**src/rtl/gpi_debounce.sv**
```systemverilog
// ============================================================================
// Module   : gpi_debounce
// Purpose  : Synchronises raw GPI pins, rejects bounce, emits rise/fall pulses.
// Revision : 1.0
// ============================================================================
`default_nettype none

module gpi_debounce #(
    parameter int unsigned      Width          = 1,
    parameter int unsigned      DebounceCycles = 50000,
    parameter int unsigned      SyncStages     = 2,
    parameter logic [Width-1:0] ResetValue     = '0
) (
    input  logic             clk_sys_i,
    input  logic             rst_sys_ni,
    input  logic [Width-1:0] gp_raw_i,
    output logic [Width-1:0] gp_o,
    output logic [Width-1:0] rise_o,
    output logic [Width-1:0] fall_o
);

    localparam int unsigned        c_cnt_w    = $clog2(DebounceCycles + 1);
    localparam logic [c_cnt_w-1:0] c_cnt_last = c_cnt_w'(DebounceCycles - 1);
    localparam logic [c_cnt_w-1:0] c_cnt_one  = c_cnt_w'(1);

    if (DebounceCycles < 1) begin : g_chk_debounce
        $error("gpi_debounce: DebounceCycles must be >= 1");
    end
    if (SyncStages < 2) begin : g_chk_sync
        $error("gpi_debounce: SyncStages must be >= 2");
    end
    if (Width < 1) begin : g_chk_width
        $error("gpi_debounce: Width must be >= 1");
    end

    for (genvar i = 0; i < Width; i++) begin : g_bit
        logic [SyncStages-1:0] r_sync;
        logic [c_cnt_w-1:0]    r_cnt;
        logic                  r_level;
        logic                  r_rise;
        logic                  r_fall;
        logic                  w_sync_out;
        logic                  w_differs;
        logic                  w_expired;

        assign w_sync_out = r_sync[SyncStages-1];
        assign w_differs  = (w_sync_out != r_level);
        assign w_expired  = (r_cnt == c_cnt_last);

        // Plain flop chain: no logic between stages to keep metastability settling clean.
        always_ff @(posedge clk_sys_i or negedge rst_sys_ni) begin
            if (!rst_sys_ni) begin
                r_sync <= {SyncStages{ResetValue[i]}};
            end else begin
                r_sync <= {r_sync[SyncStages-2:0], gp_raw_i[i]};
            end
        end

        // Any cycle of agreement restarts qualification, so bounce never accumulates.
        always_ff @(posedge clk_sys_i or negedge rst_sys_ni) begin
            if (!rst_sys_ni) begin
                r_cnt   <= '0;
                r_level <= ResetValue[i];
                r_rise  <= 1'b0;
                r_fall  <= 1'b0;
            end else begin
                r_rise <= 1'b0;
                r_fall <= 1'b0;
                if (!w_differs) begin
                    r_cnt <= '0;
                end else if (w_expired) begin
                    r_cnt   <= '0;
                    r_level <= w_sync_out;
                    r_rise  <= w_sync_out;
                    r_fall  <= ~w_sync_out;
                end else begin
                    r_cnt <= r_cnt + c_cnt_one;
                end
            end
        end

        assign gp_o[i]   = r_level;
        assign rise_o[i] = r_rise;
        assign fall_o[i] = r_fall;
    end

endmodule

`default_nettype wire

```
**config.mk**
```make
export PLATFORM = sky130hd
export DESIGN_NAME = gpi_debounce
export DESIGN_NICKNAME = d
export VERILOG_FILES = /design/src/rtl/gpi_debounce.sv
export SDC_FILE = /design/constraint.sdc
export NUM_CORES = 1
export LEC_CHECK = 0
export BUFFER_PORTS_ARGS = -buffer_cell sky130_fd_sc_hd__buf_2
export CAP_MARGIN = 20
export CORE_MARGIN = 1
export CORE_UTILIZATION = 51
export DETAILED_ROUTE_END_ITERATION = 8
export GPL_ROUTABILITY_DRIVEN = 1
export PLACE_DENSITY = 0.75
export SETUP_SLACK_MARGIN = 0.4
export SYNTH_ARGS = -nofsm -noshare
export SYNTH_HDL_FRONTEND = slang
export SYNTH_SLANG_ARGS = --single-unit
```
**constraint.sdc**
```tcl
create_clock -name clk_sys_i -period 1.45 [get_ports clk_sys_i]
set_input_delay 0 -clock clk_sys_i [delete_from_list [all_inputs] [get_ports clk_sys_i]]
set_output_delay 0 -clock clk_sys_i [all_outputs]
set_load 0.005 [all_outputs]
```
==> qor.json, run 1 <==
{
  "post_route_cells_drive_above_1_share": 0.417,
  "post-route-min-period_ps": 1580,
  "htree_num_levels": 1,
  "dpl.hpwl_mm": 1.33,
  "postSynthNetCount": 92,
  "clockRootBuffer": "sky130_fd_sc_hd__clkbuf_4",
  "setup_skew_after_layout_ps": 5.15,
  "synth_area_leaders": "sky130_fd_sc_hd__dfrtp_1 (54%), sky130_fd_sc_hd__xnor2_1 (9.9%), sky130_fd_sc_hd__nor2_1 (6.2%)",
  "timing.setup.tns_ps": -1910,
  "initial_antenna_violation_count": 0,
  "yosysMostFrequentCell": "sky130_fd_sc_hd__dfrtp_1",
  "place_congestion": 0.828,
  "die_w_um": 45.6,
  "peakVddDrop_v": 0.000768,
  "area.sequential_um2": 528,
  "dr.first_iter.drc_count": 11,
  "clock_transition_at_the_registers_of_the_reported_paths_ps": 110,
  "synthArstFlopShare": 1.00,
  "synthesis.area_per_instance_um2": 11.0,
  "final_design_area_no_fill_um2": 1340,
  "cts_tree": "yes",
  "outcome": "finished, violations left",
  "violations": "negative setup slack",
  "critical_path_arrival_ps": 1820,
  "cellLeakagePower_nw": 0.550,
  "clock-sinks": 21,
  "core_region_area_um2": 1750,
  "post_detailed_routing_wire_length_mm": 2.20,
  "die_area_um2": 2080,
  "initial_core_utilization": 0.556,
  "tightestPinTransition_ps": 457,
  "p_int_mw": 0.722,
  "synth_cell_type_count": 26,
  "clkLatencyLatePin_ps": 300,
  "yosys_warnings": 0,
  "die_height_um": 45.6,
  "critPathMaxFanout": 3,
  "via_count": 781,
  "hold_slack_ps": 163,
  "final_util": 0.770,
  "sw_frac_of_total": 0.227,
  "route.detailed.vias_per_inst": 5.39,
  "grt.overflow.total": 0,
  "dominantRegCellSynth": "sky130_fd_sc_hd__dfrtp_1",
  "remaining_drc_errors": 0,
  "cp.required_ps": 1690,
  "switchingPower_mw": 0.212,
  "post-synth-top-area-cell": "sky130_fd_sc_hd__dfrtp_1",
  "grt_pass1_wl_mm": 3.44,
  "fillers": 109,
  "final_hold_vios": 0,
  "antenna_cells_inserted": 0,
  "synthDominantCellAreaShare": 0.542,
  "hold_path.class": "in2async",
  "timing.critical_path.from_type": "flip-flop",
  "placement.setup.worst_slack_ps": -226,
  "synth-edff-count": 0,
  "first_global_vias": 822,
  "worstSetupEndpointType": "flip-flop",
  "ys_seq_area_frac": 0.542,
  "ctsLongestPathBuffers": 2,
  "detailedRoute.firstPassIterationCount": 4,
  "grt_max_degree": 22,
  "final_period_utilization": 1.09,
  "cap_viol_max_count": 0,
  "worst_slew_margin_rel": 0.695,
  "number_of_port_buffers": 5,
  "cellPowerDensity_nw_per_um2": 695,
  "drt-wirelength-per-cell_um": 15.2,
  "netlist_top_cells_count": "sky130_fd_sc_hd__dfrtp_1 (21), sky130_fd_sc_hd__nor2_1 (16), sky130_fd_sc_hd__xnor2_1 (11)",
  "total_of_endpoints_with_negative_setup_slack_in_the_final_report": 18,
  "drt.antenna.violating_nets": 0,
  "share_comb_of_total_power": 0.053,
  "finalWorstSetupSlack_ps": -133,
  "ioPinCount": 6,
  "rsz_0062_raised_after_global_routing": "yes",
  "num_rows": 15,
  "postSynthRegisterBits": 21,
  "share_clk_of_total_power": 0.299,
  "slew_viol_final": 0,
  "final_net_count": 125,
  "gr-usage-all-layers": 0.241,
  "netlist_instances": 88,
  "placedInstanceArea_um2": 1160,
  "max_freq_mhz": 632,
  "cts_buffers": 3,
  "syn_to_final_growth_pct": 38.6,
  "multi_input_comb_area_um2": 533,
  "pwr-share-seq": 0.648,
  "mappedNetlistArea_um2": 970,
  "worst-setup-path-type": "reg2reg"
}
## metal layers
metal  part of all wire  global-route usage  vias up
met2               0.50               0.389       20
met3              0.031              0.0317       14
met4              0.051               0.170        0
met1               0.42               0.295      376
li1                   -                   -      371
met5                  0                   0        -
## worst max-delay path, stage by stage, from the launching register on
cell,delay [ps]
sky130_fd_sc_hd__dfrtp_2,430
sky130_fd_sc_hd__buf_6,130
sky130_fd_sc_hd__nand2_8,50
sky130_fd_sc_hd__or3_4,360
sky130_fd_sc_hd__or4_4,420
sky130_fd_sc_hd__a21oi_2,130
## metrics by stage
stage          total power [mW]  std cells
3_5_place_dp              0.655        134
3_3_place_gp              0.653        134
4_1_cts                   0.938        145
6_report                  0.934        145
5_1_grt                   0.961        145
2_1_floorplan             0.632         88
## cell families after synthesis
kind of cell             synth area share
flip-flops                          0.542
AND/OR/NAND/NOR                     0.274
multiplexers                       0.0116
XOR/XNOR                            0.126
adder cells (fa/ha/maj)            0.0129
AO/OA/AOI/OAI                      0.0129
buffers and inverters              0.0206
## worst paths after layout
| check | start | to | slack (ps) | cells after the start |
|---|---|---|---|---|
| worst max-delay path | g_bit[0].r_cnt[11] | g_bit[0].r_cnt[14] | -130 | 5 |
| worst min-delay path | rst_sys_ni | g_bit[0].r_cnt[9] | 160 | 2 |
| worst max register to register | g_bit[0].r_cnt[11] | g_bit[0].r_cnt[14] | -130 | 5 |
| worst min register to register | g_bit[0].r_sync[0] | g_bit[0].r_sync[1] | 380 | 0 |
| max in group asynchronous | rst_sys_ni | g_bit[0].r_cnt[11] | 940 | 2 |
| min in group clk_sys_i | gp_raw_i | g_bit[0].r_sync[0] | 340 | 2 |
## flip-flops by register name, summed over array words and instances (netlist names)
signal / cells
g_bit.r_sync: 2
rise_o: 1
g_bit.r_cnt: 16
gp_o: 1
fall_o: 1
## cell type report
cell class	instances	area share
Sequential cell	21	0.393
Multi-Input combinational cell	63	0.397
Clock buffer	4	0.0196
Tap cell	25	0.0233
Timing Repair Buffer	28	0.156
Inverter	4	0.0112
## cells in the final DEF (no fill, tap or decap), types with 2 or more instances in the layout
cell type / instances
sky130_fd_sc_hd__clkbuf_4: 3
sky130_fd_sc_hd__dfrtp_2: 2
sky130_fd_sc_hd__xnor2_1: 11
sky130_fd_sc_hd__nand2_8: 2
sky130_fd_sc_hd__buf_2: 5
sky130_fd_sc_hd__dfrtp_1: 19
sky130_fd_sc_hd__nor3_1: 3
sky130_fd_sc_hd__xor2_1: 2
sky130_fd_sc_hd__buf_6: 2
sky130_fd_sc_hd__dlygate4sd3_1: 2
sky130_fd_sc_hd__buf_4: 19
sky130_fd_sc_hd__nand3_1: 3
sky130_fd_sc_hd__nor3b_2: 2
sky130_fd_sc_hd__nor4_2: 2
sky130_fd_sc_hd__inv_1: 3
sky130_fd_sc_hd__nand4_1: 3
sky130_fd_sc_hd__nor2_1: 16
## timing repair
item,CTS,global route
endpoints found under the hold margin,22,0
hold buffers,2,0
endpoints found under the setup margin,19,19
buffers inserted,4,0
pin swaps,6,3
gates resized for setup,10,8
gates cloned,1,0
## power by group through the flow
stage               Clock [mW]  Sequential, mW  Combinational (mW)
CTS                      0.284           0.605              0.0493
floorplan                    0           0.614              0.0183
global placement             0           0.615              0.0383
global route             0.298           0.607              0.0561
finish                   0.280           0.606              0.0491
detailed placement           0           0.615              0.0392
(Power assumes the default switching activity.)
==> inputs of run 2 (changes only) <==
--- a/config.mk
+++ b/config.mk
@@ -6,12 +6,13 @@
 export NUM_CORES = 1
 export LEC_CHECK = 0
 export BUFFER_PORTS_ARGS = -buffer_cell sky130_fd_sc_hd__buf_2
-export CAP_MARGIN = 20
+export CAP_MARGIN = 30
 export CORE_MARGIN = 1
 export CORE_UTILIZATION = 51
 export DETAILED_ROUTE_END_ITERATION = 8
 export GPL_ROUTABILITY_DRIVEN = 1
 export PLACE_DENSITY = 0.75
+export RECOVER_POWER = 50
 export SETUP_SLACK_MARGIN = 0.4
 export SYNTH_ARGS = -nofsm -noshare
 export SYNTH_HDL_FRONTEND = slang
==> run 2 against run 1 <==
- the run still ends with negative setup slack left
- hold slack better by 170 ps
- wire length about the same
- via count unchanged
- clock power about the same
- cell count unchanged
==> qor.json, run 2 (synthesis gave the netlist of run 1 again) <==
{
  "initial_core_utilization": {"value": 0.556, "change": "unchanged"},
  "cap_viol_max_count": {"value": 0, "change": "unchanged"},
  "worst-setup-path-type": "reg2reg",
  "drt.antenna.violating_nets": {"value": 0, "change": "unchanged"},
  "timing.critical_path.from_type": "flip-flop",
  "route.detailed.vias_per_inst": {"value": 5.39, "change": "unchanged"},
  "remaining_drc_errors": {"value": 0, "change": "unchanged"},
  "outcome": "finished, violations left",
  "clockRootBuffer": "sky130_fd_sc_hd__clkbuf_4",
  "area.sequential": {"value": 528, "unit": "um^2", "change": "unchanged"},
  "num_rows": {"value": 15, "change": "unchanged"},
  "flip_flop_count_of_the_largest_register_all_copies_and_words_added": {"value": 16, "change": "unchanged"},
  "final_hold_vios": {"value": 0, "change": "unchanged"},
  "hold_slack": {"value": 336, "unit": "ps", "change": "+173 ps"},
  "reg_to_reg_critical_path_startpoint": "g_bit[0].r_cnt[11]",
  "dr.first_iter.drc_count": {"value": 11, "change": "unchanged"},
  "placement.setup.worst_slack": {"value": -226, "unit": "ps", "change": "unchanged"},
  "via_count": {"value": 781, "change": "unchanged"},
  "fillers": {"value": 108, "change": "-0.92%"},
  "detailedRoute.firstPassIterationCount": {"value": 4, "change": "unchanged"},
  "clock-sinks": {"value": 21, "change": "unchanged"},
  "initial_antenna_violation_count": {"value": 0, "change": "unchanged"},
  "first_global_vias": {"value": 822, "change": "unchanged"},
  "cellPowerDensity": {"value": 696, "unit": "nW/um^2", "change": "about the same"},
  "dpl.hpwl": {"value": 1.33, "unit": "mm", "change": "unchanged"},
  "die_area": {"value": 2080, "unit": "um^2", "change": "unchanged"},
  "number_of_port_buffers": {"value": 5, "change": "unchanged"},
  "syn_to_final_growth": {"value": 38.5, "unit": "%", "change": "about the same"},
  "multi_input_comb_area": {"value": 533, "unit": "um^2", "change": "unchanged"},
  "final_net_count": {"value": 125, "change": "unchanged"},
  "tightestPinTransition": {"value": 1100, "unit": "ps", "change": "+638 ps"},
  "die_height": {"value": 45.6, "unit": "um", "change": "unchanged"},
  "power.total": {"value": 0.934, "unit": "mW", "change": "about the same"},
  "worst_r2r_endpoint": "g_bit[0].r_cnt[14]",
  "ctsLongestPathBuffers": {"value": 2, "change": "unchanged"},
  "post_detailed_routing_wire_length": {"value": 2.20, "unit": "mm", "change": "about the same"},
  "ff_to_ff_setup_slack": {"value": -130, "unit": "ps", "change": "about the same"},
  "cellLeakagePower": {"value": 0.547, "unit": "nW", "change": "-0.50%"},
  "violations": "negative setup slack",
  "clkLatencyLatePin": {"value": 300, "unit": "ps", "change": "about the same"},
  "hold_path_end": "g_bit[0].r_sync[0]",
  "cts_buffers": {"value": 3, "change": "unchanged"},
  "hold_start": "gp_raw_i",
  "die_w": {"value": 45.6, "unit": "um", "change": "unchanged"},
  "final_period_utilization": {"value": 1.09, "change": "unchanged"},
  "core_region_area": {"value": 1750, "unit": "um^2", "change": "unchanged"},
  "post-route-min-period": {"value": 1580, "unit": "ps", "change": "unchanged"},
  "timing.setup.tns": {"value": -1910, "unit": "ps", "change": "unchanged"},
  "place_congestion": {"value": 0.828, "change": "unchanged"},
  "htree_num_levels": {"value": 1, "change": "unchanged"},
  "grt.overflow.total": {"value": 0, "change": "unchanged"},
  "max_freq": {"value": 632, "unit": "MHz", "change": "unchanged"},
  "rsz_0062_raised_after_global_routing": "yes",
  "post_route_cells_drive_above_1_share": {"value": 0.408, "change": "-0.00833"},
  "finalWorstSetupSlack": {"value": -133, "unit": "ps", "change": "unchanged"},
  "met1_usage": {"value": 0.295, "change": "unchanged"},
  "critical_path_arrival": {"value": 1820, "unit": "ps", "change": "about the same"},
  "final_design_area_no_fill": {"value": 1340, "unit": "um^2", "change": "about the same"},
  "cts_tree": "yes",
  "placedInstanceArea": {"value": 1160, "unit": "um^2", "change": "unchanged"},
  "globalRouteMet3Util": {"value": 0.0317, "change": "unchanged"},
  "critPathMaxFanout": {"value": 3, "change": "unchanged"},
  "worstSetupEndpointType": "flip-flop",
  "top_regs": "g_bit.r_cnt: 16 flops, g_bit.r_sync: 2 flops",
  "drt-wirelength-per-cell": {"value": 15.2, "unit": "um", "change": "about the same"},
  "worst_slew_margin_rel": {"value": 0.270, "change": "-0.425"},
  "clock_transition_at_the_registers_of_the_reported_paths": {"value": 110, "unit": "ps", "change": "about the same"},
  "hold_path.class": "in2reg",
  "reg2reg_depth": {"value": 5, "change": "unchanged"},
  "cp.required": {"value": 1690, "unit": "ps", "change": "about the same"},
  "final_util": {"value": 0.769, "change": "about the same"},
  "slew_viol_final": {"value": 0, "change": "unchanged"},
  "ioPinCount": {"value": 6, "change": "unchanged"},
  "grt_pass1_wl": {"value": 3.44, "unit": "mm", "change": "unchanged"},
  "finalNonFillerCells": {"value": 145, "change": "unchanged"},
  "max_flop_register": "g_bit.r_cnt",
  "antenna_cells_inserted": {"value": 0, "change": "unchanged"},
  "dpl.cell_count": {"value": 134, "change": "unchanged"},
  "setup_skew_after_layout": {"value": 5.15, "unit": "ps", "change": "unchanged"},
  "layout.cells.most_common_list": "sky130_fd_sc_hd__dfrtp_1 (19), sky130_fd_sc_hd__buf_4 (19), sky130_fd_sc_hd__nor2_1 (16)",
  "gr-usage-all-layers": {"value": 0.241, "change": "unchanged"},
  "global_route.peak_usage_layer": "met2",
  "holdPathStages": 2,
  "grt_max_degree": {"value": 22, "change": "unchanged"},
  "peakVddDrop": {"value": 0.000768, "unit": "V", "change": "about the same"},
  "total_of_endpoints_with_negative_setup_slack_in_the_final_report": {"value": 18, "change": "unchanged"},
  "grtUsageMet2": {"value": 0.389, "change": "unchanged"}
}
run 2: cell types whose count changed in the layout (fill, tap and decap cells not counted):
cell	delta
sky130_fd_sc_hd__buf_2	-1
sky130_fd_sc_hd__clkbuf_1	+1
run 2: critical path, cell delays in order (launching register included):
cell                      delay, ps
sky130_fd_sc_hd__dfrtp_2        430
sky130_fd_sc_hd__buf_6          130
sky130_fd_sc_hd__nand2_8         50
sky130_fd_sc_hd__or3_4          360
sky130_fd_sc_hd__or4_4          420
sky130_fd_sc_hd__a21oi_2        130
run 2: final cells by class:
class,instances,share of cell area
Multi-Input combinational cell,63,0.397
Sequential cell,21,0.393
Timing Repair Buffer,28,0.156
Tap cell,25,0.0233
Clock buffer,4,0.0196
Inverter,4,0.0112
run 2: power by group:
group          leakage, nW  switching (mW)  internal [mW]
clock               0.0150           0.172          0.107
combinational        0.249          0.0294         0.0193
sequential           0.283          0.0106          0.595
total                0.547           0.212          0.722
run 2: worst max-delay path by stage:
stage                       startpoint                  to  slack (ps)  depth (start not counted)
floorplan            g_bit[0].r_cnt[7]  g_bit[0].r_cnt[14]         -60                          4
detailed placement  g_bit[0].r_cnt[10]              rise_o        -230                          4
CTS                 g_bit[0].r_cnt[11]  g_bit[0].r_cnt[14]         -90                          5
global placement    g_bit[0].r_cnt[10]                gp_o        -100                          3
global route        g_bit[0].r_cnt[11]  g_bit[0].r_cnt[14]        -170                          5
finish              g_bit[0].r_cnt[11]  g_bit[0].r_cnt[14]        -130                          5
run 2: what timing repair did:
action                                 in CTS  in global routing
endpoints found under the hold margin      22                  0
setup endpoints to repair                  19                 19
gates resized for setup                    10                  8
pin swaps                                   6                  3
hold buffers                                2                  0
gates cloned                                1                  0
buffers inserted                            4                  0
run 2: routing by layer:
metal	vias to the layer above	wire (um)
met2	20	1100
met3	14	68
met1	376	926
met5	-	0
met4	0	112
li1	371	-
==> inputs of run 3 (changes only) <==
--- a/config.mk
+++ b/config.mk
@@ -13,7 +13,7 @@
 export GPL_ROUTABILITY_DRIVEN = 1
 export PLACE_DENSITY = 0.75
 export RECOVER_POWER = 50
-export SETUP_SLACK_MARGIN = 0.4
+export SETUP_SLACK_MARGIN = 0.15
 export SYNTH_ARGS = -nofsm -noshare
 export SYNTH_HDL_FRONTEND = slang
 export SYNTH_SLANG_ARGS = --single-unit
==> run 3 against run 2 <==
- the run still ends with negative setup slack left
- critical path depth increased by 1
- maximum frequency decreased by 6.4%
- final area increased by 8.1%
- cell count increased by 3.4%
- wire length increased by 45%
- via count increased by 13%
- non-clock buffer count increased by 5
- worst setup slack got worse by 110 ps
- sequential share of layout area decreased by 2.9 points
- utilization increased by 6.2 points
- global-route usage increased by 0.40 points
- combinational power increased by 28%
==> qor.json, run 3 (synthesis gave the netlist of run 1 again) <==
{
  "outcome": "finished, violations left",
  "violations": "negative setup slack",
  "die_area": {"value": 2080, "unit": "um^2", "change": "unchanged"},
  "number_of_port_buffers": {"value": 5, "change": "unchanged"},
  "max_flop_register": "g_bit.r_cnt",
  "detailedRoute.firstPassIterationCount": {"value": 4, "change": "unchanged"},
  "hold_path.class": "in2reg",
  "ioPinCount": {"value": 6, "change": "unchanged"},
  "final_net_count": {"value": 130, "change": "+4.0%"},
  "sw_frac_of_total": {"value": 0.243, "change": "+0.0158"},
  "via_count": {"value": 885, "change": "+13%"},
  "post_route_cells_drive_above_1_share": {"value": 0.536, "change": "+0.128"},
  "route.detailed.vias_per_inst": {"value": 5.90, "change": "+9.5%"},
  "final_hold_vios": {"value": 0, "change": "unchanged"},
  "syn_to_final_growth_pct": 49.7,
  "first_global_vias": {"value": 759, "change": "-7.7%"},
  "placedInstanceArea": {"value": 1160, "unit": "um^2", "change": "+0.65%"},
  "dpl.hpwl": {"value": 1.39, "unit": "mm", "change": "+4.1%"},
  "grt_pass1_wl": {"value": 3.43, "unit": "mm", "change": "-0.20%"},
  "drt.antenna.violating_nets": {"value": 0, "change": "unchanged"},
  "critical_path_cell_count": {"value": 6, "change": "+1"},
  "ctsLongestPathBuffers": {"value": 2, "change": "unchanged"},
  "max_freq": {"value": 591, "unit": "MHz", "change": "-6.4%"},
  "clkLatencyLatePin": {"value": 310, "unit": "ps", "change": "about the same"},
  "post-route-min-period": {"value": 1690, "unit": "ps", "change": "+108 ps"},
  "flip_flop_count_of_the_largest_register_all_copies_and_words_added": {"value": 16, "change": "unchanged"},
  "final_design_area_no_fill": {"value": 1450, "unit": "um^2", "change": "+8.1%"},
  "cts_buffers": {"value": 3, "change": "unchanged"},
  "gr-usage-all-layers": {"value": 0.245, "change": "+0.00398"},
  "pwr-share-seq": {"value": 0.634, "change": "-0.014"},
  "setup_skew_after_layout": {"value": 1.58, "unit": "ps", "change": "-3.57 ps"},
  "place_congestion": {"value": 0.836, "change": "+1.0%"},
  "cp_num_buf_inv": {"value": 2, "change": "+1"},
  "cap_viol_max_count": {"value": 0, "change": "unchanged"},
  "total_of_endpoints_with_negative_setup_slack_in_the_final_report": {"value": 19, "change": "+1"},
  "worst-setup-path-type": "reg2reg",
  "critical_path.cell_chain": "nor4bb_2 -> nand4_1 -> buf_4 -> buf_6 -> nand2_8 -> nor2_2",
  "p_int": {"value": 0.727, "unit": "mW", "change": "+0.76%"},
  "die_height": {"value": 45.6, "unit": "um", "change": "unchanged"},
  "worstSetupEndpointType": "flip-flop",
  "holdPathStages": {"value": 2, "change": "unchanged"},
  "antenna_cells_inserted": {"value": 0, "change": "unchanged"},
  "clock-sinks": {"value": 21, "change": "unchanged"},
  "placement.setup.worst_slack": {"value": -112, "unit": "ps", "change": "+114 ps"},
  "tightestPinTransition": {"value": 1090, "unit": "ps", "change": "-5.75 ps"},
  "finalWorstSetupSlack": {"value": -241, "unit": "ps", "change": "-108 ps"},
  "final_period_utilization": {"value": 1.17, "change": "+0.0743"},
  "slew_viol_final": {"value": 0, "change": "unchanged"},
  "dr.first_iter.drc_count": {"value": 37, "change": "+26"},
  "drt-wirelength-per-cell": {"value": 21.3, "unit": "um", "change": "+40%"},
  "slowest_stage": "sky130_fd_sc_hd__dfrtp_1",
  "timing.setup.tns": {"value": -4140, "unit": "ps", "change": "-2230 ps"},
  "grt_max_degree": {"value": 22, "change": "unchanged"},
  "cp_top_family": "simple AND/OR/NAND/NOR gates",
  "grt.overflow.total": {"value": 0, "change": "unchanged"},
  "die_w": {"value": 45.6, "unit": "um", "change": "unchanged"},
  "initial_core_utilization": {"value": 0.556, "change": "unchanged"},
  "reg2reg_depth": {"value": 6, "change": "+1"},
  "mostFrequentLayoutCell": "sky130_fd_sc_hd__buf_4",
  "cellPowerDensity": {"value": 662, "unit": "nW/um^2", "change": "-4.9%"},
  "clockRootBuffer": "sky130_fd_sc_hd__clkbuf_4",
  "worst_path_largest_cell_delay": {"value": 450, "unit": "ps", "change": "+20 ps"},
  "num_rows": {"value": 15, "change": "unchanged"},
  "fillers": {"value": 87, "change": "-19%"},
  "layout.cells.most_common_list": "sky130_fd_sc_hd__buf_4 (25), sky130_fd_sc_hd__dfrtp_1 (19), sky130_fd_sc_hd__xnor2_1 (11)",
  "clock_transition_at_the_registers_of_the_reported_paths": {"value": 110, "unit": "ps", "change": "about the same"},
  "top_regs": "g_bit.r_cnt: 16 flops, g_bit.r_sync: 2 flops",
  "cts_tree": "yes",
  "switchingPower": {"value": 0.234, "unit": "mW", "change": "+10%"},
  "post_detailed_routing_wire_length": {"value": 3.20, "unit": "mm", "change": "+45%"},
  "cellLeakagePower": {"value": 0.589, "unit": "nW", "change": "+7.6%"},
  "worst_slew_margin_rel": {"value": 0.274, "change": "+0.00383"},
  "core_region_area": {"value": 1750, "unit": "um^2", "change": "unchanged"},
  "share_clk_of_total_power": {"value": 0.301, "change": "about the same"},
  "initial_antenna_violation_count": {"value": 0, "change": "unchanged"},
  "critical_path_arrival": {"value": 1900, "unit": "ps", "change": "+80 ps"},
  "critPathMaxFanout": {"value": 8, "change": "+5"},
  "timing.critical_path.from_type": "flip-flop",
  "rsz_0062_raised_after_global_routing": "yes",
  "htree_num_levels": {"value": 1, "change": "unchanged"},
  "hold_slack": {"value": 323, "unit": "ps", "change": "-12.9 ps"},
  "remaining_drc_errors": {"value": 0, "change": "unchanged"},
  "share_comb_of_total_power": {"value": 0.065, "change": "+0.013"},
  "cp.required": {"value": 1660, "unit": "ps", "change": "-30 ps"},
  "peakVddDrop": {"value": 0.000562, "unit": "V", "change": "-27%"}
}
==> run 3: cell count changes in the layout (fill, tap and decap cells not counted), sizes merged <==
cell  before  now
buf       25   30
==> run 3: stage by stage <==
step / utilization / std cells / power, mW
final: 0.832 / 150 / 0.961
after global routing: 0.832 / 150 / 0.975
after CTS: 0.746 / 146 / 0.931
after detailed placement: 0.667 / 135 / 0.655
after global placement: 0.667 / 135 / 0.653
after floorplan: - / 88 / 0.632
==> run 3: metal layers <==
layer / wire [um] / vias to the layer above / GRT usage
met5: 0 / - / 0
met3: 216 / 10 / 0.0476
li1: - / 379 / -
met4: 81 / 0 / 0.103
met1: 1200 / 444 / 0.299
met2: 1700 / 52 / 0.417
==> run 3: cell type report <==
type	instances	area, um^2	share of cell area
clock buffers	4	26.3	0.0181
inverters	4	15.0	0.0103
flip-flops and latches	21	528	0.364
well taps	25	31.3	0.0216
multi-input cells	63	608	0.419
repair buffers	33	243	0.167
==> run 3: what timing repair did <==
item | in CTS | in global routing
resized for setup | 10 | 26
hold buffers | 2 | 0
buffers inserted | 4 | 4
pin swaps | 5 | 9
endpoints found under the setup margin | 19 | 19
endpoints found under the hold margin | 22 | 0
gates cloned | 1 | 0
==> run 3: path summary, 6_finish.rpt <==
kind | slack, ps | end | startpoint
hold reg to reg | 370 | g_bit[0].r_sync[1] | g_bit[0].r_sync[0]
min in group asynchronous | 400 | g_bit[0].r_cnt[8] | rst_sys_ni
setup reg to reg | -240 | g_bit[0].r_cnt[6] | g_bit[0].r_cnt[10]
setup / recovery | -240 | g_bit[0].r_cnt[6] | g_bit[0].r_cnt[10]
hold / removal | 320 | g_bit[0].r_sync[0] | gp_raw_i
max in group asynchronous | 320 | g_bit[0].r_cnt[7] | rst_sys_ni
==> run 3: power groups by stage <==
| stage | registers, mW | logic [mW] | clock network [mW] |
|---|---|---|---|
| finish | 0.609 | 0.0625 | 0.290 |
| global route | 0.609 | 0.0672 | 0.299 |
| CTS | 0.604 | 0.0480 | 0.279 |
| detailed placement | 0.615 | 0.0404 | 0 |
| global placement | 0.615 | 0.0390 | 0 |
| floorplan | 0.614 | 0.0183 | 0 |
